<file path="src/rtl/poly_tone_synth.sv">
// Multi-key square-wave tone generator: per-key phase accumulators, mono priority or poly delta-sigma mix.
// Optional input debounce is enabled by defining DEBOUNCE_EN.
module poly_tone_synth #(
    parameter int                        NUM_KEYS  = 4,
    parameter int                        ACC_W     = 32,
    parameter logic [NUM_KEYS*ACC_W-1:0] INC_INIT  = {32'd37796, 32'd33673, 32'd28312, 32'd22471},
    parameter int                        DB_CYCLES = 65536,
    parameter int                        LVL_W     = $clog2(NUM_KEYS + 1),
    parameter int                        IDX_W     = (NUM_KEYS > 1) ? $clog2(NUM_KEYS) : 1
) (
    input  logic                clk,
    input  logic                reset,
    input  logic [NUM_KEYS-1:0] keys_n,
    input  logic                mode,
    input  logic                cfg_we,
    input  logic [IDX_W-1:0]    cfg_idx,
    input  logic [ACC_W-1:0]    cfg_inc,
    output logic [NUM_KEYS-1:0] active,
    output logic [LVL_W-1:0]    level,
    output logic                q
);

    localparam int SUM_W = LVL_W + 1;

    logic [NUM_KEYS-1:0] sync1, sync2;
    logic [NUM_KEYS-1:0] kp;
    logic [ACC_W-1:0]    acc [NUM_KEYS];
    logic [ACC_W-1:0]    inc [NUM_KEYS];
    logic [NUM_KEYS-1:0] msb;
    logic [LVL_W-1:0]    sd_acc, sd_next, lvl_next;
    logic [SUM_W-1:0]    s;
    logic                poly_hit, mono_next, found, mode_q;

    // The synchroniser carries the pressed level, so its reset value means "released".
    always_ff @(posedge clk) begin
        if (reset) begin
            sync1 <= '0;
            sync2 <= '0;
        end else begin
            sync1 <= ~keys_n;
            sync2 <= sync1;
        end
    end

    assign kp = sync2;

`ifdef DEBOUNCE_EN
    localparam int CNT_W = $clog2(DB_CYCLES + 1);

    logic [CNT_W-1:0] db_cnt [NUM_KEYS];

    always_ff @(posedge clk) begin
        if (reset) begin
            active <= '0;
            for (int unsigned i = 0; i < NUM_KEYS; i++) db_cnt[i] <= '0;
        end else begin
            for (int unsigned i = 0; i < NUM_KEYS; i++) begin
                if (kp[i] == active[i]) begin
                    db_cnt[i] <= '0;
                end else if (db_cnt[i] == CNT_W'(DB_CYCLES - 1)) begin
                    active[i] <= kp[i];
                    db_cnt[i] <= '0;
                end else begin
                    db_cnt[i] <= db_cnt[i] + CNT_W'(1);
                end
            end
        end
    end
`else
    always_ff @(posedge clk) begin
        if (reset) active <= '0;
        else       active <= kp;
    end
`endif

    // Out-of-range indices match no key, so such writes fall through harmlessly.
    always_ff @(posedge clk) begin
        if (reset) begin
            for (int unsigned i = 0; i < NUM_KEYS; i++) begin
                inc[i] <= INC_INIT[i*ACC_W +: ACC_W];
                acc[i] <= '0;
            end
        end else begin
            for (int unsigned i = 0; i < NUM_KEYS; i++) begin
                if (cfg_we && (cfg_idx == IDX_W'(i))) inc[i] <= cfg_inc;
                acc[i] <= active[i] ? acc[i] + inc[i] : '0;
            end
        end
    end

    always_comb begin
        lvl_next  = '0;
        mono_next = 1'b0;
        found     = 1'b0;
        for (int unsigned i = 0; i < NUM_KEYS; i++) begin
            msb[i] = acc[i][ACC_W-1];
            if (active[i] && msb[i]) lvl_next = lvl_next + LVL_W'(1);
            if (!found && active[i]) begin
                mono_next = msb[i];
                found     = 1'b1;
            end
        end

        s        = {1'b0, sd_acc} + {1'b0, level};
        poly_hit = (s >= SUM_W'(NUM_KEYS));
        sd_next  = sd_acc;
        if (mode) sd_next = poly_hit ? LVL_W'(s - SUM_W'(NUM_KEYS)) : LVL_W'(s);
        if (mode != mode_q) sd_next = '0;
    end

    always_ff @(posedge clk) begin
        if (reset) begin
            level  <= '0;
            q      <= 1'b0;
            sd_acc <= '0;
            mode_q <= 1'b0;
        end else begin
            level  <= lvl_next;
            q      <= mode ? poly_hit : mono_next;
            sd_acc <= sd_next;
            mode_q <= mode;
        end
    end

endmodule

</file>
<file path="config.mk">
export PLATFORM = sky130hd
export DESIGN_NAME = poly_tone_synth
export DESIGN_NICKNAME = d
export VERILOG_FILES = /design/src/rtl/poly_tone_synth.sv
export SDC_FILE = /design/constraint.sdc
export NUM_CORES = 1
export LEC_CHECK = 0
export ABC_AREA = 1
export CORE_MARGIN = 4
export CORE_UTILIZATION = 30
export CTS_CLUSTER_SIZE = 40
export DETAILED_ROUTE_END_ITERATION = 8
export SLEW_MARGIN = 0
export SYNTH_ARGS = -nofsm -noshare
export SYNTH_HDL_FRONTEND = slang
export SYNTH_SLANG_ARGS = --single-unit
</file>
<file path="constraint.sdc">
create_clock -name clk -period 6.2 [get_ports clk]
set_clock_uncertainty 0.15 [all_clocks]
set_input_delay 1.24 -clock clk [delete_from_list [all_inputs] [get_ports clk]]
set_output_delay 1.24 -clock clk [all_outputs]
set_load 0.01 [all_outputs]
</file>
After elaboration in Yosys (flattened, before gate mapping):

Memory sizes are Yosys's and may differ from the RTL's.
Cells that the tools add are included.

* register bits: 20
* bits in latches: 0
* memory bits (writable): 256
* ROM bits: 0
* input bits: 42
* word-level logic and storage cells: 88
* memories kept: 2

Memory list
* acc: depth 4, width 32, read ports 4, clocked after memory_dff 0, write ports 4, RTL line 27 `logic [ACC_W-1:0] acc [NUM_KEYS];`
* inc: depth 4, width 32, read ports 4, clocked after memory_dff 0, write ports 4, RTL line 28 `logic [ACC_W-1:0] inc [NUM_KEYS];`

* $add $sub $neg: 9
* multiply operators: 0
* divide/modulo/power cells: 0
* $lt $le $gt $ge: 1
* equal/unequal tests: 4
* shift operators: 0
* muxes and demuxes: 40
* bitwise operators: 9
* reduce and logical (&&, ||, !) cells: 16

Operators by type and width (count)
* $mux 32: 12
* $add 32x32->32: 4
* $mux 1: 24
* $mux 3: 4
* $logic_and 1x1->1: 11
* $add 3x1->3 const B: 3
* $or 1x1->1: 8
* $add 3x3->4: 1
* $eq 2x2->1 const B: 2
* $ge 4x3->1 const B: 1
* $not 4->4: 1
* $logic_not 1->1: 3
* $sub 3x3->3 const B: 1
* $eq 2x1->1 const B: 1
* $logic_not 2->1: 1
* $reduce_or 2->1: 1
* $ne 1x1->1: 1

Longest topological paths before layout:

Gate-level depths: netlist (run 1).

* depth in word-level cells: 11
* mapped depth: 13
* mapped depth without buffers: 13

Least setup slack after synthesis (run 1):

OpenSTA, ideal clock, no wires.

* kind: input -> register
* start: in cfg_idx[0]
* end: mem inc[3][0] (enable)
* arrival: 2.251 ns
* data required time: 5.661 ns
* slack: 3.409 ns
* stages: 4
* cells stage by stage: inv_1 -> nor3_1 -> inv_1 -> nand2_1

RTL lines
* start: declaration: RTL line 16 `input logic [IDX_W-1:0] cfg_idx,`
* end: declaration: RTL line 28

==> results of run 1 <==
synthesized netlist by cell type, types with 3 or more instances:
master | instances | area share, %
sky130_fd_sc_hd__a21o_1 | 10 | 0.43
sky130_fd_sc_hd__a21oi_1 | 159 | 4.5
sky130_fd_sc_hd__and2_1 | 4 | 0.14
sky130_fd_sc_hd__and3_1 | 4 | 0.14
sky130_fd_sc_hd__buf_2 | 14 | 0.40
sky130_fd_sc_hd__clkbuf_1 | 6 | 0.13
sky130_fd_sc_hd__dfxtp_1 | 148 | 17
sky130_fd_sc_hd__edfxtp_1 | 128 | 22
sky130_fd_sc_hd__fa_1 | 5 | 0.57
sky130_fd_sc_hd__ha_1 | 130 | 9.3
sky130_fd_sc_hd__inv_1 | 457 | 9.8
sky130_fd_sc_hd__inv_2 | 6 | 0.13
sky130_fd_sc_hd__nand2_1 | 854 | 18
sky130_fd_sc_hd__nand2_2 | 34 | 1.2
sky130_fd_sc_hd__nand3_1 | 69 | 2.0
sky130_fd_sc_hd__nand3_2 | 6 | 0.34
sky130_fd_sc_hd__nand3b_1 | 3 | 0.13
sky130_fd_sc_hd__nand4_1 | 9 | 0.32
sky130_fd_sc_hd__nor2_1 | 394 | 8.4
sky130_fd_sc_hd__nor2_2 | 14 | 0.50
sky130_fd_sc_hd__nor2_4 | 4 | 0.26
sky130_fd_sc_hd__nor3_1 | 19 | 0.54
sky130_fd_sc_hd__nor3_2 | 5 | 0.29
sky130_fd_sc_hd__o21a_1 | 7 | 0.30
sky130_fd_sc_hd__o21ai_0 | 48 | 1.4
sky130_fd_sc_hd__o21bai_1 | 14 | 0.60
sky130_fd_sc_hd__or2_2 | 3 | 0.11
sky130_fd_sc_hd__xnor2_1 | 4 | 0.20
area by class of cell:
class	count	share of cell area (%)
multi-input combinational	1810	44.3
timing repair buffer	54	2.64
inverter	463	8.68
clock buffer	39	4.34
tap	765	4.78
clock inverter	19	1.27
sequential	276	34.0
where the power goes:
| part | leakage, nW | switching, W | internal, W | total, W |
|---|---|---|---|---|
| Clock | 0.546 | 0.000812 | 0.00121 | 0.00202 |
| Sequential | 2.46 | 0.0000539 | 0.00199 | 0.00204 |
| Combinational | 7.41 | 0.000306 | 0.000139 | 0.000446 |
| Total | 10.4 | 0.00117 | 0.00333 | 0.00451 |
worst reg2reg max path, delay by kind of cell, from the launching register on:
kind	cells	cell delay (ns)
AOI/OAI and AO/OA	1	0.22
and+or+nand+nor	9	0.77
adders and majority gates	2	0.69
DFF	1	0.37
metal layers:
metal / vias up / wire (um) / share of wire, %
met4: 0 / 1240 / 2.6
met5: - / 0 / 0
met2: 275 / 21900 / 46
met1: 6592 / 21700 / 45
met3: 59 / 2900 / 6.1
li1: 8105 / - / -
per-stage QoR:
stage | cell area (um^2) | hold slack (ns) | std cells
after detailed placement | 18900 | 0.242 | 3368
after global routing | 20000 | 0.265 | 3426
final | 20000 | 0.250 | 3426
after CTS | 20000 | 0.251 | 3426
after floorplan | 17500 | 0.238 | 2569
after global placement | 18900 | 0.239 | 3368
final timing paths:
path / start / end / slack (ns) / cells after the start
worst min register to register: sync1[3] / kp[3] / 0.25 / 2
worst max-delay path: cfg_idx[0] / inc[1][10] / 2.98 / 6
worst min-delay path: sync1[3] / kp[3] / 0.25 / 2
worst max register to register: inc[1][0] / acc[1][18] / 3.89 / 12
sequential cells by signal (all words and copies together) (netlist names):
register and cells:
active 4, kp 4, q 1, sd_acc 3
mode_q 1, inc 128, acc 128, sync1 4
level 3
cells in the final DEF, fill, tap and decap left out, drive strengths merged, types with 10 or more instances in the layout:
master / Yosys / layout
nand3: 75 / 75
nor2: 412 / 412
edfxtp: 128 / 128
a21o: 10 / 10
inv: 463 / 467
o21ai: 50 / 50
clkbuf: 6 / 39
ha: 130 / 130
clkdlybuf4s50: 0 / 49
a21oi: 161 / 161
nand2: 888 / 888
dfxtp: 148 / 148
nor3: 24 / 24
o21bai: 14 / 14
cells by family (layout without fill, tap and decap cells):
logic type      Yosys count  after routing  share of synthesized area (%)
simple gates           1426           1426                           33.0
compound gates          244            244                           7.55
buf+inv                 483            575                           10.5
flops                   276            276                           38.9
xor+xnor                  5              5                          0.250
fa+ha+maj               135            135                           9.86
==> summary.md, run 1 <==
The count of state elements after synthesis was 276; the number of cells produced by synthesis was 2569. In this run the remaining antenna-violating nets after routing total 0. The tools report the total standard cell area after synthesis as 17500 um^2.

The number of clock buffers added by TritonCTS is 31. The net count of the finished layout is 2813. The first global-routing pass estimated 74.5 mm of wire. The tools report the maximum VDD drop as 0.000196 V. The final count of hold timing violations was 0; the post-place setup slack was 2.42 ns. Entering global routing, the biggest net connects 33 pins.

The average cell area after synthesis is 6.81 um^2. The number of flops mapped to enable cells by yosys is 128. For this run, the leading register cell type out of synthesis is sky130_fd_sc_hd__dfxtp_1. The die covers 62300 um^2.

In this run the post-CTS setup repair buffer count came out at 0. The top achievable clock speed is 0.311 GHz. Summed over all cells, the static leakage comes to 10.4 nW.

The run gives 30.3% as the initial cell density of the core. At the pin with the least slew margin, the transition time is 0.851 ns. Global routing used 2.76% of the available met3 tracks.

The worst slew margin relative to its limit is 43.1%, and the ratio of total power to cell area is 225 nW/um^2. Setup violations remaining at the end of the flow were counted as 0. The pre-antenna-repair detailed-routing pass consisted of 5 iterations. From left edge to right edge, the die measures 250 um. Buffers placed on the I/O ports in this run total 49.

The number of different library cells in the post-synthesis netlist was 39; the max-slew violation total from the final report was 0. Cells fill 34.7% of the core in the end. STA classifies the critical path endpoint as a register.

The completed layout was analyzed and its total power is 0.00451 W. For the H-tree depth, the log shows 1. The Yosys step of the flow raised 0 warnings. In this run, post-CTS repair resized a total of 0 instances. In the final layout, the multi-input gates occupy 8870 um^2. Data on the critical path is required at its endpoint by 6.36 ns. The run gives 6810 um^2 as the total area of sequential cells. In the global route stage, overall resource usage came out at 14.9%. The number of antenna violations at the first check in global routing came out at 0.

For this block, the initial DRC count from the detailed router was 1133. The layout has 6303 filler cells. Among all stages on the critical path, the largest delay is contributed by sky130_fd_sc_hd__nand2_1.

By startpoint and endpoint, the worst setup path is classified as input pin to register. Dividing the detail-routed wire length by the instance count gives 13.9 um. The run gives 13900 as the number of global-route vias before repair. The tool flagged a number of max-cap violations equal to 0. Of the available clock period, the critical path in the final layout requires 51.9%. In this run the worst path has a maximum fanout of 25. The setup total negative slack was 0 ns. The number of buffers between clock root and the deepest sink is 3, and the placed wire-length estimate is 37.1 mm.

During I/O placement, the number of pins put on the boundary was 50. The tools report the number of nets produced by synthesis as 2746. The number of hold buffers added after CTS was 0. Of the cells placed in the final design, the portion with a size suffix greater than 1 is 5.11%. The least setup slack across all paths after layout is 2.98 ns. The part of the Yosys area used for sequential elements is 38.9%.

Class of the worst hold path: register to register. For the weighted congestion at the end of routability-driven global placement, the log shows 0.888. The routed via count divided by cell count works out to 4.39. The post-synthesis async set-or-reset flop share was 0%; the standard cell core area was 57700 um^2.

The flow ran to the end, and the final reports show no timing, DRC or antenna violations. Global routing consumed, on the met2 layer, 25.1% of the routing resources. STA puts the critical path data arrival time at 3.37 ns. TritonCTS built the clock tree. Most crowded layer after global routing: met2. The tree is rooted in a sky130_fd_sc_hd__clkbuf_16.

The buffer and inverter count on the worst path was 3. Relative to the synthesized area, the layout overhead comes to 14.4%. Traced cell by cell, the critical path runs through clkdlybuf4s50_1 -> inv_1 -> nor3_1 -> nand2_1 -> inv_1 -> nand2_1.

The floorplan has 88 rows. Total vias in the final route: 15000. Setup repair after global routing left no endpoint under its margin. The cell class contributing the biggest share of worst-path delay is simple AND/OR/NAND/NOR gates. The count of unresolved DRC violations after routing came out at 0.

The total wirelength of the detailed-routed design was 47.7 mm; the largest incremental delay on the critical path was 0.63 ns. CTS saw 276 sinks. From bottom edge to top edge, the die measures 250 um.

Insertion delay of the later-clocked pin in the worst-skew pair: 0.59 ns. The number of antenna diodes in the final layout is 0. After global routing the overflow that remains totals 0. The worst setup path is launched from an input pin. The time the final worst path needs with I/O delays and setup is 3.22 ns.

The run gives 19.7% as the global-route track usage on met1. Clock-pin slew was measured on the worst setup and hold paths at 0.06 ns.
Power figures use the tool's default switching activity.
==> inputs of run 2 (changes only) <==
==> constraint.sdc (replaced) <==
create_clock -name clk -period 2.8 [get_ports clk]
set_clock_uncertainty 0.15 [all_clocks]
set_input_delay 0.56 -clock clk [delete_from_list [all_inputs] [get_ports clk]]
set_output_delay 0.56 -clock clk [all_outputs]
set_load 0.01 [all_outputs]
==> summary.md, run 2 (same netlist as run 1, synthesis figures left out) <==
The run finished with clean final reports. Worst min-delay path endpoint: active[2] (was kp[3]). The timing startpoint of the critical path is active[2] (was cfg_idx[0]). Count of buffers added by post-CTS timing repair for setup: 0 (unchanged).

The worst slew margin relative to its limit was 59.3% (was 43.1%); the worst endpoint data arrival time was 1.59 ns (was 3.37 ns). Cell-by-cell listing of the critical path: clkdlybuf4s50_1 (was clkdlybuf4s50_1 -> inv_1 -> nor3_1 -> nand2_1 -> inv_1 -> nand2_1). The wire length of the first global-routing pass was 75.6 mm (was 74.5 mm); the die span in y was 250 um (unchanged).

The run gives 48.7 mm (was 47.7 mm) as the total wirelength of the detailed-routed design. The instance count along the most critical hold path is 2 (unchanged), and the total area of sequential cells is 6810 um^2 (unchanged). The measured slew at the worst slew-check pin is 0.610 ns (was 0.851 ns). The number of hold buffers added after CTS was 0 (unchanged). Time the final worst path needs with I/O delays and setup: 2.30 ns. The final-report setup violation count was 0 (unchanged); the post-route fraction of the period consumed by the critical path was 82.0%. The worst path required time came out at 2.09 ns (was 6.36 ns).

Most used cells in the layout excluding fill and tap cells: sky130_fd_sc_hd__nand2_1 (854), sky130_fd_sc_hd__inv_1 (457), sky130_fd_sc_hd__nor2_1 (393) (unchanged). Cell class contributing the biggest share of worst-path delay: buffers and inverters (was simple AND/OR/NAND/NOR gates). Most common cell after layout, fill and taps aside: sky130_fd_sc_hd__nand2_1 (unchanged). The slowest cell on the critical path was sky130_fd_sc_hd__clkdlybuf4s50_1 (was sky130_fd_sc_hd__nand2_1). The count of unresolved DRC violations after routing is 0 (unchanged), and the layout overhead on the synthesized area is 15.7% (was 14.4%). The placed wire-length estimate was 37.7 mm (was 37.1 mm); the ratio of total power to cell area was 498 nW/um^2 (was 225 nW/um^2). The type of the setup path with the least slack is register to primary output (was input pin to register). The tools report the total global routing overflow as 0 (unchanged).

The final instance area was 20300 um^2 (was 20000 um^2); the top achievable clock speed was 0.436 GHz. The placement row count was 88 (unchanged); the number of antenna violations at the first check in global routing was 0 (unchanged). The tools report the I/O pin total as 50 (unchanged). The maximum fanout count along the critical path works out to 4 (was 25). The source of the worst register-to-register timing path is inc[2][0] (was inc[1][0]). The number of design-rule violations left by the first detailed-router iteration is 1128 (was 1133), and the count of buffers from port buffering is 49 (unchanged). Worst-case reg-to-reg path depth: 12 (unchanged). The largest incremental delay on the critical path works out to 0.60 ns (was 0.63 ns). The run gives 0 (unchanged) as the number of instances resized during post-cts repair.

The final count of hold timing violations was 0 (unchanged); the buffer and inverter count on the worst path was 1 (was 3). Global-route total usage across every layer: 15.3% (was 14.9%). The static leakage came out at 10.5 nW (was 10.4 nW). Class of the worst hold path: register to register (unchanged). The tools report the beginning of the worst hold path as kp[2] (was sync1[3]).

For the number of optimization iterations in the first detailed-route pass, the log shows 6 (was 5). Library cell used as clock root buffer: sky130_fd_sc_hd__clkbuf_16 (unchanged). The maximum VDD drop is 0.000472 V (was 0.000196 V), and the routed via count divided by cell count is 4.42 (was 4.39). The total vias in the final route came out at 15200 (was 15000).

The run gives 0.54 ns (was 0.59 ns) as the insertion delay of the later-clocked pin in the worst-skew pair. The kind of start point of the critical path is a register (was an input pin). Path length in cells of the critical path: 1 (was 6). The tools report the max capacitance violation total as 0 (unchanged).

TritonCTS built the clock tree. The area of the die was 62300 um^2 (unchanged); the routed wire length per instance was 14.1 um (was 13.9 um). The initial cell density of the core was 30.3% (unchanged).

Nature of the critical path endpoint: a primary output (was a register). The area of combinational cells with multiple inputs is 8870 um^2 (about the same), and the standard cell core area is 57700 um^2 (unchanged). The number of clock buffers inserted by TritonCTS came out at 35 (was 31). Reg2reg setup slack: 0.54 ns (was 3.89 ns).

Setup repair after global routing left no endpoint under its margin. The tools report the final-stage net count as 2832 (was 2813). The post-route antenna net violation count was 0 (unchanged).

For the number of global-route vias before repair, the log shows 14200 (was 13900). The maximum number of pins on one net before global-route repair was 33 (unchanged); the weighted congestion at the end of routability-driven global placement was 0.892 (was 0.888). Largest registers ranked by flip-flop count: acc (128), inc (128) (unchanged). The number of inserted diodes came out at 0 (unchanged). H-tree depth: 2 (was 1). The horizontal extent of the die came out at 250 um (unchanged). The tools report the final-layout fill cell count as 6248 (was 6303). Number of buffers between clock root and the deepest sink: 3 (unchanged). The destination of the worst register-to-register timing path was acc[2][30] (was acc[1][18]). The max-slew violation total from the final report is 0 (unchanged), and the ratio of cells with drive above 1 in the final layout is 5.67% (was 5.11%). Setup total negative slack: 0 ns (unchanged).

The run gives 276 (unchanged) as the number of sinks handled by clock tree synthesis. The clock transition time at the flip-flop clock pins of the worst setup and hold paths was 0.06 ns (about the same). Post-place instance area: 19100 um^2 (was 18900 um^2).
## run 2: area by class of cell
type,instances,share of cell area (%)
clock inverters,21,1.00
multi-input cells,1810,43.8
clock buffers,42,4.66
inverters,463,8.58
repair buffers,69,3.66
flip-flops and latches,276,33.6
well taps,765,4.72
## run 2: worst max path at each step
| stage | slack (ns) | end |
|---|---|---|
| 4_1_cts | 0.50 | active[2] |
| 3_5_place_dp | 0.37 | inc[3][0] |
| 5_1_grt | 0.31 | acc[2][26] |
| 3_3_place_gp | 0.39 | inc[3][30] |
| 6_report | 0.50 | active[2] |
| 2_1_floorplan | 0.69 | inc[3][0] |
## run 2: metal layers
layer | wire, um | global-route usage, % | part of all wire, % | up-vias
met4 | 1130 | 3.78 | 2.3 | 0
li1 | - | - | - | 8148
met1 | 23000 | 20.9 | 47 | 6678
met3 | 2820 | 2.89 | 5.8 | 61
met2 | 21700 | 25.0 | 45 | 356
met5 | 0 | 0 | 0 | -
## run 2: report_power, final
group	switching (W)	internal (W)	total, W
clock network	0.00184	0.00271	0.00455
logic	0.000689	0.000329	0.00102
registers	0.000116	0.00440	0.00451
total	0.00265	0.00743	0.0101
## run 2: through the flow
stage                     total power, W  hold WS [ns]  instances  worst slack (ns)  utilization, %
after floorplan                  0.00520         0.238       2569             0.689               -
after global placement           0.00562         0.240       3383             0.391            33.1
after detailed placement         0.00562         0.244       3383             0.366            33.1
after CTS                         0.0102         0.244       3446             0.496            35.1
after global routing              0.0105         0.268       3446             0.309            35.1
final                             0.0101         0.253       3446             0.504            35.1
## run 2: tightest hold or removal path: cells and delay by family, from the launching register on
family | cells | cell delay (ns)
buf+inv | 1 | 0.05
flops | 1 | 0.30
simple gates | 1 | 0.03
